### src/rtl/mem_bus_arbiter_pkg.sv
// rtl/mem_bus_arbiter_pkg.sv - shared types and constants for the memory bus arbiter
package mem_bus_arbiter_pkg;

    typedef enum logic [1:0] {
        ST_IDLE = 2'd0,
        ST_REQ  = 2'd1,
        ST_WAIT = 2'd2
    } arb_state_t;

    typedef enum logic {
        OWN_IF = 1'b0,
        OWN_LS = 1'b1
    } owner_t;

    localparam logic [2:0] MEMOP_WORD = 3'b010;

endpackage

### src/rtl/mem_bus_arbiter.sv
// rtl/mem_bus_arbiter.sv - two-port (fetch / load-store) arbiter onto a single memory bus
module mem_bus_arbiter
    import mem_bus_arbiter_pkg::*;
#(
    parameter int ADDR_W  = 32,
    parameter int DATA_W  = 32,
    parameter int TIMEOUT = 255
) (
    input  logic              clk,
    input  logic              rst,

    input  logic              if_req_valid,
    output logic              if_req_ready,
    input  logic [ADDR_W-1:0] if_addr,
    output logic              if_resp_valid,
    output logic [DATA_W-1:0] if_rdata,

    input  logic              ls_req_valid,
    output logic              ls_req_ready,
    input  logic [ADDR_W-1:0] ls_addr,
    input  logic              ls_wen,
    input  logic [DATA_W-1:0] ls_wdata,
    input  logic [2:0]        ls_op,
    output logic              ls_resp_valid,
    output logic [DATA_W-1:0] ls_rdata,

    output logic              mem_req_valid,
    input  logic              mem_req_ready,
    output logic [ADDR_W-1:0] mem_addr,
    output logic              mem_wen,
    output logic [DATA_W-1:0] mem_wdata,
    output logic [2:0]        mem_op,
    input  logic              mem_resp_valid,
    input  logic [DATA_W-1:0] mem_rdata,

    output logic              busy,
    output logic              timeout_err
);

    localparam int CNT_W = (TIMEOUT < 2) ? 1 : $clog2(TIMEOUT + 1);

    arb_state_t        state;
    arb_state_t        state_nxt;
    owner_t            owner;
    owner_t            last_grant;
    logic [CNT_W-1:0]  cnt;
    logic              cnt_hit;
    logic              grant_if;
    logic              grant_ls;
    logic              resp_done;
    logic              tmo;

    logic [ADDR_W-1:0] req_addr;
    logic              req_wen;
    logic [DATA_W-1:0] req_wdata;
    logic [2:0]        req_op;

    // The current REQ/WAIT cycle is the TIMEOUT-th one of this transaction.
    assign cnt_hit = (int'(cnt) + 1 >= TIMEOUT);

    assign busy          = (state != ST_IDLE);
    assign mem_req_valid = (state == ST_REQ);
    assign if_req_ready  = grant_if;
    assign ls_req_ready  = grant_ls;
    assign mem_addr      = req_addr;
    assign mem_wen       = req_wen;
    assign mem_wdata     = req_wdata;
    assign mem_op        = req_op;

    // State register.
    always_ff @(posedge clk or negedge rst) begin
        if (!rst) begin
            state <= ST_IDLE;
        end else begin
            state <= state_nxt;
        end
    end

    // Round-robin grant in IDLE, bus handshake in REQ, response/timeout in WAIT.
    // A real response in the last allowed cycle wins over the timeout.
    always_comb begin
        state_nxt = state;
        grant_if  = 1'b0;
        grant_ls  = 1'b0;
        resp_done = 1'b0;
        tmo       = 1'b0;
        case (state)
            ST_IDLE: begin
                if (ls_req_valid && (!if_req_valid || last_grant == OWN_IF)) begin
                    grant_ls  = 1'b1;
                    state_nxt = ST_REQ;
                end else if (if_req_valid) begin
                    grant_if  = 1'b1;
                    state_nxt = ST_REQ;
                end
            end
            ST_REQ: begin
                if (cnt_hit) begin
                    tmo       = 1'b1;
                    state_nxt = ST_IDLE;
                end else if (mem_req_ready) begin
                    state_nxt = ST_WAIT;
                end
            end
            ST_WAIT: begin
                if (mem_resp_valid) begin
                    resp_done = 1'b1;
                    state_nxt = ST_IDLE;
                end else if (cnt_hit) begin
                    tmo       = 1'b1;
                    state_nxt = ST_IDLE;
                end
            end
            default: state_nxt = ST_IDLE;
        endcase
    end

    // Request capture on grant, saturating busy-cycle counter, registered responses.
    always_ff @(posedge clk or negedge rst) begin
        if (!rst) begin
            owner         <= OWN_IF;
            last_grant    <= OWN_IF;
            cnt           <= '0;
            req_addr      <= '0;
            req_wen       <= 1'b0;
            req_wdata     <= '0;
            req_op        <= '0;
            if_resp_valid <= 1'b0;
            ls_resp_valid <= 1'b0;
            if_rdata      <= '0;
            ls_rdata      <= '0;
            timeout_err   <= 1'b0;
        end else begin
            if_resp_valid <= 1'b0;
            ls_resp_valid <= 1'b0;

            if (grant_ls) begin
                owner      <= OWN_LS;
                last_grant <= OWN_LS;
                cnt        <= '0;
                req_addr   <= ls_addr;
                req_wen    <= ls_wen;
                req_wdata  <= ls_wdata;
                req_op     <= ls_op;
            end else if (grant_if) begin
                owner      <= OWN_IF;
                last_grant <= OWN_IF;
                cnt        <= '0;
                req_addr   <= if_addr;
                req_wen    <= 1'b0;
                req_wdata  <= '0;
                req_op     <= MEMOP_WORD;
            end else if (busy && cnt != CNT_W'(TIMEOUT)) begin
                cnt <= cnt + 1'b1;
            end

            if (resp_done || tmo) begin
                if (owner == OWN_LS) begin
                    ls_resp_valid <= 1'b1;
                    ls_rdata      <= resp_done ? mem_rdata : '0;
                end else begin
                    if_resp_valid <= 1'b1;
                    if_rdata      <= resp_done ? mem_rdata : '0;
                end
            end

            if (tmo) begin
                timeout_err <= 1'b1;
            end
        end
    end

endmodule

### config.mk
export PLATFORM = sky130hd
export DESIGN_NAME = mem_bus_arbiter
export DESIGN_NICKNAME = d
export VERILOG_FILES = /design/src/rtl/mem_bus_arbiter_pkg.sv /design/src/rtl/mem_bus_arbiter.sv
export SDC_FILE = /design/constraint.sdc
export NUM_CORES = 1
export LEC_CHECK = 0
export ABC_AREA = 1
export CORE_UTILIZATION = 43
export CTS_BUF_LIST = sky130_fd_sc_hd__clkbuf_2
export CTS_CLUSTER_DIAMETER = 30
export DETAILED_ROUTE_END_ITERATION = 8
export PLACE_DENSITY = 0.83
export SLEW_MARGIN = 10
export SYNTH_ARGS = -nofsm -noshare
export SYNTH_HDL_FRONTEND = slang
export SYNTH_SLANG_ARGS = --single-unit
### constraint.sdc
create_clock -name clk -period 2.3 [get_ports clk]
set_input_delay 0.69 -clock clk [delete_from_list [all_inputs] [get_ports clk]]
set_output_delay 0.69 -clock clk [all_outputs]
set_load 0.02 [all_outputs]
=== Word level (Yosys, flattened, before mapping) ===
Cells that the tools add are included.

* Multipliers: 0
* Add/subtract/negate cells: 2
* Bitwise gates (word level): 1
* Shifts and indexed selects: 0
* Reduce and logical (&&, ||, !) cells: 12
* Eq/ne operators: 6
* Divide/modulo/power cells: 0
* Multiplexer cells: 34
* $lt $le $gt $ge: 1

{| class="wikitable"
|+ Operator list
! cell !! count
|-
| $mux W32 || 5
|-
| $mux W8 || 3
|-
| $mux W1 || 16
|-
| $mux W2 || 6
|-
| $add A8 B1 Y9 const B || 1
|-
| $ge A9 B8 Y1 const B || 1
|-
| $add A8 B1 Y8 const B || 1
|-
| $ne A8 B8 Y1 const B || 1
|-
| $mux W3 || 2
|-
| $ne A3 B3 Y1 const B || 2
|-
| $pmux W2 S3 || 1
|-
| $reduce_and A2 Y1 || 2
|-
| $reduce_bool A2 Y1 || 2
|-
| $ne A3 B1 Y1 const B || 1
|-
| $reduce_and A3 Y1 || 1
|-
| $reduce_bool A3 Y1 || 1
|-
| $eq A2 B1 Y1 const B || 1
|-
| $eq A2 B2 Y1 const B || 1
|-
| $logic_and A1 B1 Y1 || 2
|-
| $logic_not A2 Y1 || 1
|-
| $logic_or A1 B1 Y1 || 2
|-
| $pmux W1 S2 || 1
|-
| $logic_not A1 Y1 || 1
|-
| $not A1 Y1 || 1
|}

* Memory bits (read-only): 0
* Output and inout port bits: 139
* Bits in latches: 0
* RAM bits: 0
* Memories kept: 0
* Word-level logic and storage cells: 68
* Input port bits: 138
* Register bits after elaboration: 146

=== Logic depth before layout (Yosys ltp) ===
* Depth after elaboration: 7
* Mapped depth: 16
* Mapped depth without buffers: 15

=== Least setup slack after synthesis ===
Ideal clock, no wire load.

* Kind: register -> output
* Start point: reg state[0]
* End point: out ls_req_ready
* Path buffers: 1
* Arrival time: 1.523 ns
* Slack: 0.087 ns
* Data required time: 1.610 ns
* Cell stages (with the launch flop): 6
* Cells stage by stage: dfrtp_1 inv_1 ha_1 inv_1 nor2_2 clkbuf_1

* Word-level cells in the longest chain between the ends: 2

{| class="wikitable"
|+ Ends and longest elaborated chain
! item !! RTL line !! source
|-
| start: declaration || mem_bus_arbiter.sv:42 || <nowiki>arb_state_t state;</nowiki>
|-
| start signal: assignment || mem_bus_arbiter.sv:75 || <nowiki>state <= state_nxt;</nowiki>
|-
| $logic_not A2 Y1 || mem_bus_arbiter.sv:87 || <nowiki>case (state)</nowiki>
|-
| $mux W1 || mem_bus_arbiter.sv:87 ||
|-
| end: declaration || mem_bus_arbiter.sv:19 || <nowiki>output logic ls_req_ready,</nowiki>
|}

Every way passes these cells.

=== Final worst setup path ===
* Start point: reg state[0]
* End point: out if_req_ready

* Word-level cells in the longest chain between the ends: 2

{| class="wikitable"
|+ Ends and longest elaborated chain
! item !! RTL line !! source
|-
| $logic_not A2 Y1 || mem_bus_arbiter.sv:87 ||
|-
| $mux W1 || mem_bus_arbiter.sv:87 ||
|-
| end: declaration || mem_bus_arbiter.sv:13 || <nowiki>output logic if_req_ready,</nowiki>
|}

Every way passes these cells.

==> impl_metrics.py <==
metrics = {
    "die": {
        "die_h_um": 123,
        "rows": 43,
        "dieArea_um2": 15000,
        "initial_utilization": 0.446,
        "core_um2": 14000,
        "die_w_um": 123,
        "ioPinCount": 277,
    },
    "global_routing": {
        "overflow": 0,
        "grt_pass1_wl_um": 28100,
        "grt_max_degree": 56,
        "track_usage": 0.248,
        "grt_pass1_vias": 5545,
        "antenna_found_initial": 1,
    },
    "drt": {
        "wl_per_cell_um": 15.7,
        "drt_wl_total_um": 18400,
        "vias_per_cell": 4.85,
        "first_iter_violations": 293,
        "drc": 0,
        "vias": 5676,
        "dr.pass1.iters": 5,
        "drtAntennaViolNets": 0,
    },
    "synthesis": {
        "synth.area.top_cells": "dfrtp_1, nand2_1, mux2i_1",
        "synthCells": 673,
        "ys_top_cells_by_count": "nand2_1, dfrtp_1, inv_1",
        "synthArstFlopShare": 1.00,
        "ys_types": 25,
        "synth-edff-count": 0,
        "synth_area_leader_cell": "dfrtp_1",
        "syn-cell-area_um2": 6260,
        "synth_top_area_share": 0.584,
        "ys_seq_area_frac": 0.584,
        "syn-num-nets": 816,
        "synth_most_common_cell": "nand2_1",
        "synth_seq_cells": 146,
        "yosysWarnings": 0,
        "synthFlopType": "dfrtp_1",
        "syn_area_per_cell_um2": 9.30,
    },
    "finish": {
        "syn_to_final_growth_pct": 54.9,
        "drive_above_1_share": 0.106,
        "stdcell_count": 1171,
        "final_nets": 1121,
        "final_core_util": 0.691,
    },
    "worst_setup_path": {
        "critPathLaunchType": "register",
        "slowest_delay_ns": 0.44,
        "slowest_stage": "dfrtp_1",
        "rr_endpoint": "if_rdata[19]",
        "path_cells": "inv_2, ha_4, buf_6, nand3_4, inv_4, buf_6",
        "worst_path_most_repeated_cell": "buf_6",
        "rr_worst_depth": 16,
        "r2r-start": "cnt[0]",
        "critPathMaxFanout": 3,
        "end_kind": "output port",
        "r2r_slack_ns": 0.19,
        "setup.worst_path.class": "register to output port",
        "crit_arrival_ns": 1.77,
        "crit_family": "flip-flops",
        "crit_buf_inv": 4,
        "required_ns": 1.61,
    },
    "pwr": {
        "seqPwrFrac": 0.352,
        "peakVddDrop_mv": 0.643,
        "power_density_nw_per_um2": 1280,
        "power.total_mw": 12.4,
        "p_comb_frac": 0.506,
        "p_clk_frac": 0.142,
        "p_leak_nw": 5.12,
        "p_int_mw": 7.09,
        "switching_share": 0.430,
        "p_switching_mw": 5.35,
    },
    "placement": {
        "hpwl_um": 13500,
        "dp_worst_setup_slack_ns": -0.0979,
        "dp_cells": 1127,
        "portBuffers": 276,
        "routabilityCongestion": 0.819,
    },
    "timing": {
        "slew_violations": 0,
        "slew_headroom": 0.687,
        "tightest_slew_ns": 0.469,
        "rsz0062_at_grt": "yes",
        "setup_slack_ns": -0.156,
        "fmax_mhz": 407,
        "period_share": 1.07,
        "finalSetupViolCount": 4,
        "fin_skew_ns": 0.0316,
        "finalHoldViolations": 0,
        "fin_crit_ns": 2.46,
        "timing.hold.ws_ns": 0.466,
    },
    "clocking": {
        "cts_root_buffer": "clkbuf_2",
        "cts_sinks": 146,
        "htreeDepth": 4,
        "cts_tree": "built",
        "clkTransAtPathRegs_ns": 0.23,
        "cts_max_path_buffers": 2,
        "clk-insertion-delay-late_ns": 0.70,
        "cts_buffers": 17,
    },
    "worst_hold_path": {
        "hp-class": "input pin to asynchronous set/reset pin",
    },
    "outcome": {
        "status": "finished, violations left",
        "violations": "setup timing",
    },
    "job": {
        "drv_cap": 0,
    },
}
==> cells in the final DEF (no fill, tap or decap) <==
| cell type | instances |
|---|---|
| inv_4 | 1 |
| o22ai_1 | 6 |
| clkinv_4 | 4 |
| clkbuf_2 | 19 |
| clkinvlp_4 | 2 |
| clkinv_2 | 2 |
| ha_4 | 2 |
| o21a_1 | 1 |
| nand2_4 | 2 |
| nand2_8 | 1 |
| nor2_4 | 2 |
| clkdlybuf4s15_1 | 10 |
| nor2_2 | 1 |
| mux2i_1 | 32 |
| nand2_1 | 247 |
| inv_1 | 55 |
| dlygate4sd2_1 | 123 |
| ha_1 | 3 |
| buf_12 | 9 |
| clkdlybuf4s50_1 | 136 |
| nor2_1 | 44 |
| o211ai_1 | 1 |
| nand3_1 | 7 |
| dfrtp_1 | 144 |
| buf_6 | 5 |
| o21ai_1 | 2 |
| diode_2 | 1 |
| dlygate4sd3_1 | 1 |
| dfrtp_2 | 2 |
| nand3_2 | 1 |
| o21ai_0 | 35 |
| buf_4 | 33 |
| nand3_4 | 1 |
| nand2_2 | 10 |
| a22o_1 | 35 |
| clkinv_1 | 2 |
| bufinv_16 | 5 |
| inv_2 | 3 |
| nand4_1 | 1 |
==> power groups by stage <==
stage | Clock [mW] | Combinational [mW] | Sequential, mW
finish | 1.76 | 6.30 | 4.38
global route | 1.93 | 6.82 | 4.52
CTS | 1.81 | 6.23 | 4.38
detailed placement | 0 | 6.88 | 4.46
floorplan | 0 | 2.10 | 5.72
global placement | 0 | 6.74 | 4.44
==> registers in the layout, summed over array words and instances (netlist names) <==
signal / cells
cnt: 8
if_rdata: 32
if_resp_valid: 1
last_grant: 1
ls_rdata: 32
ls_resp_valid: 1
mem_addr: 32
mem_op: 3
mem_wdata: 32
mem_wen: 1
state: 2
timeout_err: 1
==> layout make-up <==
| cell class | count | area (µm²) |
|---|---|---|
| fill | 1164 | 4340 |
| sequential | 146 | 3660 |
| timing repair buffer | 319 | 3040 |
| multi-input combinational | 434 | 2250 |
| inverter | 60 | 228 |
| tap | 180 | 225 |
| clock inverter | 14 | 214 |
| clock buffer | 17 | 85.1 |
| antenna | 1 | 2.50 |
==> how the worst max path moves through the flow <==
stage                      start           end  slack, ns  depth (start not counted)
floorplan               state[0]  ls_req_ready       0.09                          5
global placement    if_req_valid  if_req_ready      -0.09                          6
detailed placement  if_req_valid  if_req_ready       -0.1                          6
CTS                     state[1]  if_req_ready      -0.23                          6
global route            state[0]  if_req_ready      -0.30                          6
finish                  state[0]  if_req_ready      -0.16                          6
==> layer usage <==
| metal | wire length [µm] | up-vias | track usage |
|---|---|---|---|
| li1 | - | 2746 | - |
| met1 | 7320 | 2656 | 0.293 |
| met2 | 9010 | 243 | 0.413 |
| met3 | 1540 | 31 | 0.0832 |
| met4 | 540 | 0 | 0.105 |
| met5 | 0 | - | 0 |
==> kinds of logic (layout without fill, tap and decap cells) <==
logic type / Yosys count / count (layout) / synth area share
other cells: 0 / 1 / 0
simple gates: 317 / 317 / 0.203
fa+ha+maj: 5 / 5 / 0.00999
flops: 146 / 146 / 0.584
compound gates: 80 / 80 / 0.0869
mux: 32 / 32 / 0.0512
buf+inv: 93 / 410 / 0.0657
==> timing repair <==
action,in CTS,in global routing
pin swaps,2,2
hold endpoints to repair,38,0
hold buffers,1,0
gates resized for setup,155,21
buffers inserted,5,6
endpoints found under the setup margin,139,76
==> per-stage QoR <==
step / cell area [µm²] / setup TNS, ns
2_1_floorplan: 6260 / 0
4_1_cts: 9620 / -0.677
3_3_place_gp: 9410 / -0.127
5_1_grt: 9700 / -1.15
6_report: 9700 / -0.421
3_5_place_dp: 9410 / -0.300
Power figures use the tool's default switching activity.
